File: config.mk
export PLATFORM = sky130hd
export DESIGN_NAME = excess3_digit_serial_sequencer
export DESIGN_NICKNAME = d
export VERILOG_FILES = /design/src/rtl/excess3_digit_serial_sequencer.sv
export SDC_FILE = /design/constraint.sdc
export NUM_CORES = 1
export LEC_CHECK = 0
export BUFFER_PORTS_ARGS = -buffer_cell sky130_fd_sc_hd__buf_2
export CELL_PAD_IN_SITES_DETAIL_PLACEMENT = 0
export CELL_PAD_IN_SITES_GLOBAL_PLACEMENT = 1
export CORE_MARGIN = 10
export CORE_UTILIZATION = 37
export DETAILED_ROUTE_END_ITERATION = 10
export GPL_ROUTABILITY_DRIVEN = 0
export PLACE_DENSITY = 0.82
export SETUP_SLACK_MARGIN = 0.05
export SKIP_CTS_REPAIR_TIMING = 1
export SLEW_MARGIN = 10
export SYNTH_ARGS = -nofsm -noshare
export SYNTH_HDL_FRONTEND = slang
export SYNTH_SLANG_ARGS = --single-unit
export TNS_END_PERCENT = 1
File: constraint.sdc
create_clock -name clk -period 2.1 [get_ports clk]
set_input_delay 0.42 -clock clk [delete_from_list [all_inputs] [get_ports clk]]
set_output_delay 0.42 -clock clk [all_outputs]
set_load 0.02 [all_outputs]
File: src/rtl/excess3_digit_serial_sequencer.sv
// excess3_digit_serial_sequencer: feeds an external Excess-3 adder one digit per clock,
// LSD first, chaining the carry and packing the result as Excess-3 and BCD.
module excess3_digit_serial_sequencer #(
    parameter int DIGITS = 4
) (
    input  logic                clk,
    input  logic                rst_n,
    input  logic                start,
    input  logic [4*DIGITS-1:0] op_a,
    input  logic [4*DIGITS-1:0] op_b,
    input  logic                cin_in,
    output logic [3:0]          add_a,
    output logic [3:0]          add_b,
    output logic                add_cin,
    input  logic [3:0]          add_sum,
    input  logic                add_cout,
    output logic                busy,
    output logic                done,
    output logic                err,
    output logic [4*DIGITS-1:0] result,
    output logic [4*DIGITS-1:0] bcd_result,
    output logic                cout_out
);
    localparam int W  = 4 * DIGITS;
    localparam int IW = DIGITS > 1 ? $clog2(DIGITS) : 1;

    typedef enum logic [1:0] {IDLE, RUN, DONE} state_t;

    state_t          state_q, state_d;
    logic [IW-1:0]   idx_q, idx_d;
    logic [W-1:0]    a_q, a_d, b_q, b_d, res_q, res_d, bcd_q, bcd_d;
    logic            carry_q, carry_d, cout_q, cout_d, err_q, err_d;
    logic            ops_ok;

    always_comb begin
        ops_ok = 1'b1;
        for (int i = 0; i < DIGITS; i++) begin
            if (op_a[4*i+:4] < 4'd3 || op_a[4*i+:4] > 4'd12 ||
                op_b[4*i+:4] < 4'd3 || op_b[4*i+:4] > 4'd12)
                ops_ok = 1'b0;
        end
    end

    always_comb begin
        state_d = state_q;
        idx_d   = idx_q;
        a_d     = a_q;
        b_d     = b_q;
        res_d   = res_q;
        bcd_d   = bcd_q;
        carry_d = carry_q;
        cout_d  = cout_q;
        err_d   = err_q;
        case (state_q)
            IDLE: begin
                if (start && ops_ok) begin
                    a_d     = op_a;
                    b_d     = op_b;
                    carry_d = cin_in;
                    idx_d   = '0;
                    err_d   = 1'b0;
                    state_d = RUN;
                end else if (start) begin
                    err_d   = 1'b1;
                    res_d   = '0;
                    bcd_d   = '0;
                    cout_d  = 1'b0;
                    state_d = DONE;
                end
            end
            RUN: begin
                res_d[4*idx_q+:4] = add_sum;
                bcd_d[4*idx_q+:4] = add_sum - 4'd3;
                carry_d           = add_cout;
                idx_d             = idx_q + 1'b1;
                if (idx_q == IW'(DIGITS - 1)) begin
                    cout_d  = add_cout;
                    state_d = DONE;
                end
            end
            DONE:    state_d = IDLE;
            default: state_d = IDLE;
        endcase
    end

    always_ff @(posedge clk or negedge rst_n) begin
        if (!rst_n) begin
            state_q <= IDLE;
            idx_q   <= '0;
            a_q     <= '0;
            b_q     <= '0;
            res_q   <= '0;
            bcd_q   <= '0;
            carry_q <= 1'b0;
            cout_q  <= 1'b0;
            err_q   <= 1'b0;
        end else begin
            state_q <= state_d;
            idx_q   <= idx_d;
            a_q     <= a_d;
            b_q     <= b_d;
            res_q   <= res_d;
            bcd_q   <= bcd_d;
            carry_q <= carry_d;
            cout_q  <= cout_d;
            err_q   <= err_d;
        end
    end

    // Adder inputs come only from registers, so they are stable across the RUN cycle.
    assign busy       = state_q == RUN;
    assign done       = state_q == DONE;
    assign add_a      = busy ? a_q[4*idx_q+:4] : 4'd3;
    assign add_b      = busy ? b_q[4*idx_q+:4] : 4'd3;
    assign add_cin    = busy ? carry_q : 1'b0;
    assign err        = err_q;
    assign result     = res_q;
    assign bcd_result = bcd_q;
    assign cout_out   = cout_q;
endmodule

; Word level (Yosys, flattened, before mapping)
; Index checks and enable logic that the tools add are counted.
[totals]
memories = 0
mem_bits_rw = 0
mem_bits_ro = 0
inputBits = 41
out_inout_bits = 45
ff_bits = 71
elab_cells = 90
latch_bits = 0
[classes]
reduce_logical = 22
bitwise_logic = 0
add_sub_neg = 3
multipliers = 0
n_lt_le_gt_ge = 16
eq_ne = 8
shifts = 5
n_mux = 27
div = 0
[ops]
columns = operator, n
row1 = $shiftx 4x34->16, 2
row2 = $pmux 16 s2, 2
row3 = $neg 4->34, 1
row4 = $shift 4x34->16 const A, 1
row5 = $bwmux 16, 2
row6 = $gt 4x4->1 const B, 8
row7 = $lt 4x2->1 const B, 8
row8 = $mux 16, 2
row9 = $shiftx 16x5->4, 2
row10 = $logic_or 1x1->1, 12
row11 = $mux 1, 11
row12 = $mux 2, 4
row13 = $mux 4, 2
row14 = $pmux 2 s2, 2
row15 = $reduce_and 2->1, 4
row16 = $ne 2x2->1 const B, 3
row17 = $eq 2x2->1 const B, 2
row18 = $pmux 1 s2, 2
row19 = $reduce_and 4->1, 1
row20 = $reduce_bool 2->1, 2
row21 = $sub 4x2->4 const B, 1
row22 = $ne 3x3->1 const B, 1
row23 = $reduce_and 3->1, 1
row24 = $add 2x1->2 const B, 1
row25 = other kinds (4), 4

; Longest topological paths before layout
; Gate-level depths: netlist of the first run.
[logic_depth]
word_depth = 11
ltp_mapped = 9
ltp_nobuf = 7

; Worst setup path before layout of the first run
; OpenSTA, ideal clock, no wires.
[synth_timing]
path_kind = reg2reg
from = register idx_q[0]
to = register bcd_q[13] (netlist: bcd_result[13])
synth_period_minus_slack_ps = 2251
setup_ps = 83
required_time_ps = 2017
t_arrival_ps = 2168
n_path_buf = 2
slack_ps = -151
stages_incl_launch_ff = 9
path_cell_list = dfrtp_1 -> buf_2 -> buf_1 -> inv_1 -> ha_1 -> nor3b_1 -> and4b_1 -> a22oi_1 -> o21ai_0
[synth_via]
elab_chain_len = 4
elab_cells_between_ends = 5
classes_between = add/sub: 1 / shift: 2 / mux: 2
[synth_lines]
columns = item, line_no
row1 = start: declaration, 30  ; logic [IW-1:0] idx_q, idx_d;
row2 = start signal: assignment, 99  ; idx_q <= idx_d;
row3 = $neg 4->34 *, 73  ; bcd_d[4*idx_q+:4] = add_sum - 4'd3;
row4 = $shiftx 4x34->16 or $shift 4x34->16 (tied branches), 73
row5 = $bwmux 16 *, 73
row6 = $pmux 16 s2 *, 54  ; case (state_q)
row7 = end signal: assignment, 93  ; bcd_q <= '0;
row8 = end signal: assignment, 103  ; bcd_q <= bcd_d;
row9 = end: declaration, 31  ; logic [W-1:0] a_q, a_d, b_q, b_d, res_q, res_d, bcd_q, bcd_d;
; Every way passes the cells marked *; elsewhere a longest branch is shown, timed or not.
; A chain may end at the register's enable or synchronous reset.

; Worst setup path after layout of the first run
[layout_timing]
from = register idx_q[0]
to = output port add_b[2]
[layout_via]
elab_chain_len = 2
[layout_lines]
columns = item, line_no
row1 = $shiftx 16x5->4, 114  ; assign add_b = busy ? b_q[4*idx_q+:4] : 4'd3;
row2 = $mux 4, 114
row3 = end: declaration, 13  ; output logic [3:0] add_b,
; Every way passes these cells.

==> run_results.csv, run 1 <==
group,metric,value,unit
detailed_routing,drtIter0Drc,119,
synth,ys.flop_type,"dfrtp_1",
pwr,intPower,2.82,mW
synth,yosysUniqueCellTypes,40,
min_path,min_path_type,"in -> async",
grt,grt_max_degree,72,
run_status,violations,"negative setup slack",
pwr,max-vdd-ir-drop,0.000424,V
synth,yosysWarnings,0,
critical_path,crit_path_start_kind,"register",
cts,cts_made_buffers,9,
place,port_buffers,85,
synth,netlist_area,3520,um^2
finish,area_growth_syn_to_layout,28.5,%
critical_path,crit_fanout,5,
place,dp_cells,530,
critical_path,critPathSlowestCell,"mux4_2",
cts,cts_root_buf,"clkbuf_8",
critical_path,max_stage_delay,0.51,ns
critical_path,cp_num_buf_inv,2,
detailed_routing,route.vias.total,2894,
timing,relSlewSlack,60.2,%
grt,overflow,0,
timing,worst_slack,-0.0362,ns
synth,synth_top_area_share,50.5,%
grt,grt_pass1_vias,3028,
pwr,pwr-share-clk,29.8,%
timing,finalClockSkew,0.0104,ns
run_status,outcome,"finished, violations left",
timing,fin_crit_sh,102,%
pwr,power_frac_seq,43.5,%
synth,syn-num-nets,358,
floorplanning,ios,86,
detailed_routing,drc,0,
floorplanning,core_area,9240,um^2
synth,avgSynthCellArea,11.3,um^2
critical_path,worstPathArrival,1.72,ns
synth,async_reset_ff_share,100,%
floorplanning,die-height,118,um
cts,cts.sinks,71,
synth,synth-seq-cells,71,
grt,track_usage,13.7,%
grt,grt_pass1_wl,15500,um
finish,drive_above_1_share,41.2,%
detailed_routing,ant_nets,0,
finish,final_area,4520,um^2
finish,layout.cells.non_filler,546,
pwr,switchingPower,1.13,mW
critical_path,cp-end-kind,"output pin",
finish,fin_nets,460,
critical_path,required,1.68,ns
timing,fmax,468,MHz
detailed_routing,drt_first_pass_iters,4,
synth,synth_cells,311,
timing,finalMaxSlewViolations,0,
timing,fin_crit,2.14,ns
floorplanning,start_util,38.1,%
floorplanning,die_area,13800,um^2
timing,rsz0062_at_grt,"true",
critical_path,cp_common_cell,"buf_6",
floorplanning,die_w,118,um
synth,synth_edf_count,0,
pwr,combPwrFrac,26.6,%
place,dp_hpwl,7160,um
cts,cts_tree,"built",
finish,diodes,0,
job,drv_cap,0,
pwr,swShare,28.7,%
cts,clk_path_buf_depth,2,
detailed_routing,drt-wirelength-per-cell,17.6,um
cts,htreeDepth,3,
pwr,p_per_area,874,nW/um^2
cts,path_clk_slew,0.08,ns
synth,synth.largest_area_cell,"dfrtp_1",
timing,worstMarginPinSlew,0.596,ns
synth,ys_seq_area_share,50.5,%
pwr,leakage,2.13,nW
critical_path,r2r_setup_slack,0.19,ns
synth,synthTopCellsByArea,"dfrtp_1, mux2_2, mux4_2, o21ai_0, nand3_1",
critical_path,crit_chain,"buf_6 > mux4_2 > and2_4 > buf_6",
timing,final-hold-violation-count,0,
detailed_routing,routed_wl,9590,um
critical_path,critPathKind,"reg -> out",
grt,antenna_found_initial,0,
floorplanning,rows,35,
cts,clk_latency,0.35,ns
timing,setup_viol,8,
place,place_area,4210,um^2
critical_path,cp_top_family,"multiplexers",
detailed_routing,vias_per_cell,5.30,
==> routing by layer <==
layer	track usage (%)	up-vias	wire, um
met5	0	-	0
met4	3.86	0	87
met3	4.12	9	606
met2	22.9	97	4800
met1	16.6	1418	4090
li1	-	1370	-
==> logic make-up after synthesis <==
logic type	count (synthesis)	share of synthesized area [%]
fa+ha+maj	6	2.13
mux	41	15.7
flops	71	50.5
xor+xnor	2	0.498
simple gates	91	13.9
compound gates	83	14.8
buf+inv	17	2.49
==> metrics by stage <==
| stage | util (%) | hold slack (ns) | setup WS [ns] | total power [mW] | TNS, ns |
|---|---|---|---|---|---|
| 3_3_place_gp | 45.6 | 0.471 | 0.145 | 2.69 | 0 |
| 4_1_cts | 47.8 | 0.0884 | -0.0986 | 3.91 | -0.549 |
| 3_5_place_dp | 45.6 | 0.477 | 0.120 | 2.73 | 0 |
| 5_1_grt | 48.9 | 0.116 | -0.0807 | 4.15 | -0.558 |
| 2_1_floorplan | - | 0.124 | 0.0352 | 2.38 | 0 |
| 6_report | 48.9 | 0.0629 | -0.0362 | 3.95 | -0.131 |
==> placed cells by master, fill, tap and decap left out, drive strengths merged, types with 4 or more instances in the layout <==
cell type    n
mux4         8
nand2       24
o211ai       7
inv          4
a211oi       4
o21ai       30
ha           6
clkbuf       9
nor2        14
nand4        4
dfrtp       71
nand3       26
buf        104
and2         5
a21oi       14
nand2b       6
mux2        33
a211o        5
a22oi       15
==> registers in the layout, summed over array words and instances, names as in the netlist <==
name        count
carry_q         1
cout_out        1
b_q            16
err             1
idx_q           2
a_q            16
state_q         2
bcd_result     16
result         16
==> power by group through the flow <==
stage / Sequential [mW] / Combinational, mW / Clock (mW)
final: 1.72 / 1.05 / 1.18
after global routing: 1.75 / 1.15 / 1.25
after CTS: 1.72 / 0.993 / 1.20
after detailed placement: 1.74 / 0.989 / 0
after global placement: 1.73 / 0.961 / 0
after floorplan: 1.71 / 0.667 / 0
==> cell type report <==
| cell class | count | area (um^2) |
|---|---|---|
| clock buffer | 9 | 124 |
| clock inverter | 6 | 86.3 |
| fill | 853 | 4720 |
| inverter | 4 | 15.0 |
| multi-input combinational | 223 | 1700 |
| sequential | 71 | 1780 |
| tap | 129 | 161 |
| timing repair buffer | 104 | 661 |
==> worst reg2reg max path: stages (launching register included) <==
cell     delay, ns
dfrtp_1       0.41
buf_4         0.19
inv_1         0.09
ha_1          0.24
nor3b_4       0.31
and4_1        0.34
a22oi_1       0.11
o21ai_0       0.12
==> Yosys cell counts (all sizes together), types with 3 or more instances <==
library cell  number
o211ai             7
ha                 6
nand4              4
and4               3
inv                4
a211o              5
nand2             24
mux2              33
nor3               3
a22oi             15
o22ai              3
clkbuf             8
a211oi             4
buf                5
nand2b             6
nor2              14
mux4               8
a21oi             14
dfrtp             71
nand3             26
o21ai             30
and2               5
==> path summary, 6_finish.rpt <==
path | start | end | cells after the start
min | rst_n | result[14] | 2
max reg2reg | idx_q[0] | result[5] | 7
max in group asynchronous | rst_n | result[7] | 2
max | idx_q[0] | add_b[2] | 4
min reg2reg | err | err | 1
min in group clk | op_b[0] | b_q[0] | 2
No activity file was read; power rests on OpenSTA's default activity.
==> inputs of run 2 (changes only) <==
==> constraint.sdc (replaced) <==
create_clock -name clk -period 2.1 [get_ports clk]
set_input_delay 0.42 -clock clk [delete_from_list [all_inputs] [get_ports clk]]
set_output_delay 0.42 -clock clk [all_outputs]
set_load 0.1 [all_outputs]
==> run_results.csv, run 2 (synthesized netlist as in run 1, its figures left out) <==
group,metric,value,unit
finish,final_util,51.1,%
floorplanning,ios,86,
timing,worstMarginPinSlew,0.637,ns
finish,final_cell_mix,"buf_2, dfrtp_1, mux2_2",
timing,fin_crit,2.15,ns
pwr,max-vdd-ir-drop,0.000542,V
detailed_routing,routed_wl,10100,um
critical_path,critPathKind,"reg -> out",
critical_path,crit_fanout,4,
finish,nFillCells,840,
cts,clk_latency,0.34,ns
finish,area_growth_syn_to_layout,34.2,%
job,drv_cap,0,
cts,htreeDepth,3,
timing,rsz0062_at_grt,"true",
critical_path,cp-end-kind,"output pin",
detailed_routing,route.vias.total,2942,
critical_path,required,1.68,ns
timing,worst_slack,-0.0550,ns
run_status,violations,"negative setup slack",
cts,cts_tree,"built",
critical_path,crit_chain,"clkbuf_16 > mux4_2 > and2_4 > buf_12",
floorplanning,rows,35,
timing,final-hold-violation-count,0,
place,port_buffers,85,
floorplanning,die_area,13800,um^2
grt,antenna_found_initial,0,
critical_path,r2r_setup_slack,0.20,ns
timing,fmax,464,MHz
place,dp_hpwl,7410,um
cts,path_clk_slew,0.08,ns
cts,clk_path_buf_depth,2,
floorplanning,start_util,38.1,%
detailed_routing,drtIter0Drc,158,
detailed_routing,drt_first_pass_iters,4,
pwr,leakage,2.22,nW
timing,finalSetupTns,-0.327,ns
floorplanning,die_w,118,um
critical_path,max_stage_delay,0.48,ns
cts,cts_made_buffers,9,
timing,finalClockSkew,0.00708,ns
floorplanning,die-height,118,um
run_status,outcome,"finished, violations left",
finish,final_common_cell,"buf_2",
floorplanning,core_area,9240,um^2
grt,track_usage,14.3,%
critical_path,worstPathArrival,1.73,ns
grt,grt_pass1_vias,3154,
finish,layout.cells.non_filler,554,
finish,final_area,4720,um^2
critical_path,critPathSlowestCell,"mux4_2",
min_path,min_path_type,"in -> async",
detailed_routing,drt-wirelength-per-cell,18.2,um
critical_path,r2r_cells,8,
timing,relSlewSlack,57.5,%
detailed_routing,drc,0,
critical_path,crit_path_start_kind,"register",
timing,setup_viol,8,
grt,overflow,0,
grt,grt_max_degree,72,
detailed_routing,vias_per_cell,5.31,
critical_path,rr_startpoint,"idx_q[0]",
critical_path,reg2reg_to,"result[10]",
finish,drive_above_1_share,43.1,%
place,place_area,4340,um^2
pwr,power,4.36,mW
finish,diodes,0,
grt,grt_pass1_wl,16100,um
place,dp_cells,534,
timing,fin_crit_sh,103,%
finish,fin_nets,467,
cts,cts_root_buf,"clkbuf_8",
timing,finalMaxSlewViolations,0,
pwr,p_per_area,923,nW/um^2
detailed_routing,ant_nets,0,
cts,cts.sinks,71,
-- run 2: cell types whose count changed in the layout (fill, tap and decap cells not counted), sizes merged --
cell / change
buf: +6
clkbuf: +2
clkinv: -2
inv: +2
bufinv: +1
clkinvlp: -1
-- run 2: worst max-delay path by stage --
stage | startpoint | endpoint | slack (ns) | depth (start not counted)
floorplan | state_q[1] | add_b[0] | -0.13 | 5
global route | idx_q[0] | add_a[3] | -0.12 | 4
global placement | op_b[4] | a_q[8] | 0.14 | 7
detailed placement | op_b[4] | b_q[14] | 0.05 | 7
finish | idx_q[0] | add_a[3] | -0.05 | 4
CTS | idx_q[0] | add_b[0] | -0.22 | 4
-- run 2: area by class of cell --
type / instances / area, um^2 / share of cell area (%)
Clock buffer: 10 / 128 / 2.70
Inverter: 4 / 15.0 / 0.318
Sequential cell: 71 / 1780 / 37.7
Timing Repair Buffer: 111 / 823 / 17.4
Multi-Input combinational cell: 223 / 1700 / 36.0
Clock inverter: 6 / 116 / 2.46
Tap cell: 129 / 161 / 3.42
-- run 2: per-stage QoR --
stage	setup slack (ns)	hold WS, ns
4_1_cts	-0.220	0.0971
3_5_place_dp	0.0489	0.479
2_1_floorplan	-0.129	0.124
6_report	-0.0550	0.0902
5_1_grt	-0.119	0.123
3_3_place_gp	0.138	0.474
-- run 2: worst max-delay path: cells and delay by family, from the launching register on --
| family | cells | cell delay [ns] |
|---|---|---|
| simple gates | 1 | 0.17 |
| mux | 1 | 0.48 |
| buf+inv | 2 | 0.32 |
| flops | 1 | 0.42 |
-- run 2: metal layers --
layer	global-route usage [%]	wire, um
met5	0	0
met4	5.72	137
met3	4.46	530
met2	24.0	5050
met1	16.7	4360
-- run 2: report_power, final --
| part | total (mW) | leakage, nW | internal (mW) | switching [mW] |
|---|---|---|---|---|
| clock | 1.36 | 0.121 | 0.801 | 0.556 |
| combinational | 1.26 | 1.15 | 0.644 | 0.621 |
| sequential | 1.74 | 0.949 | 1.59 | 0.142 |
| total | 4.36 | 2.22 | 3.04 | 1.32 |
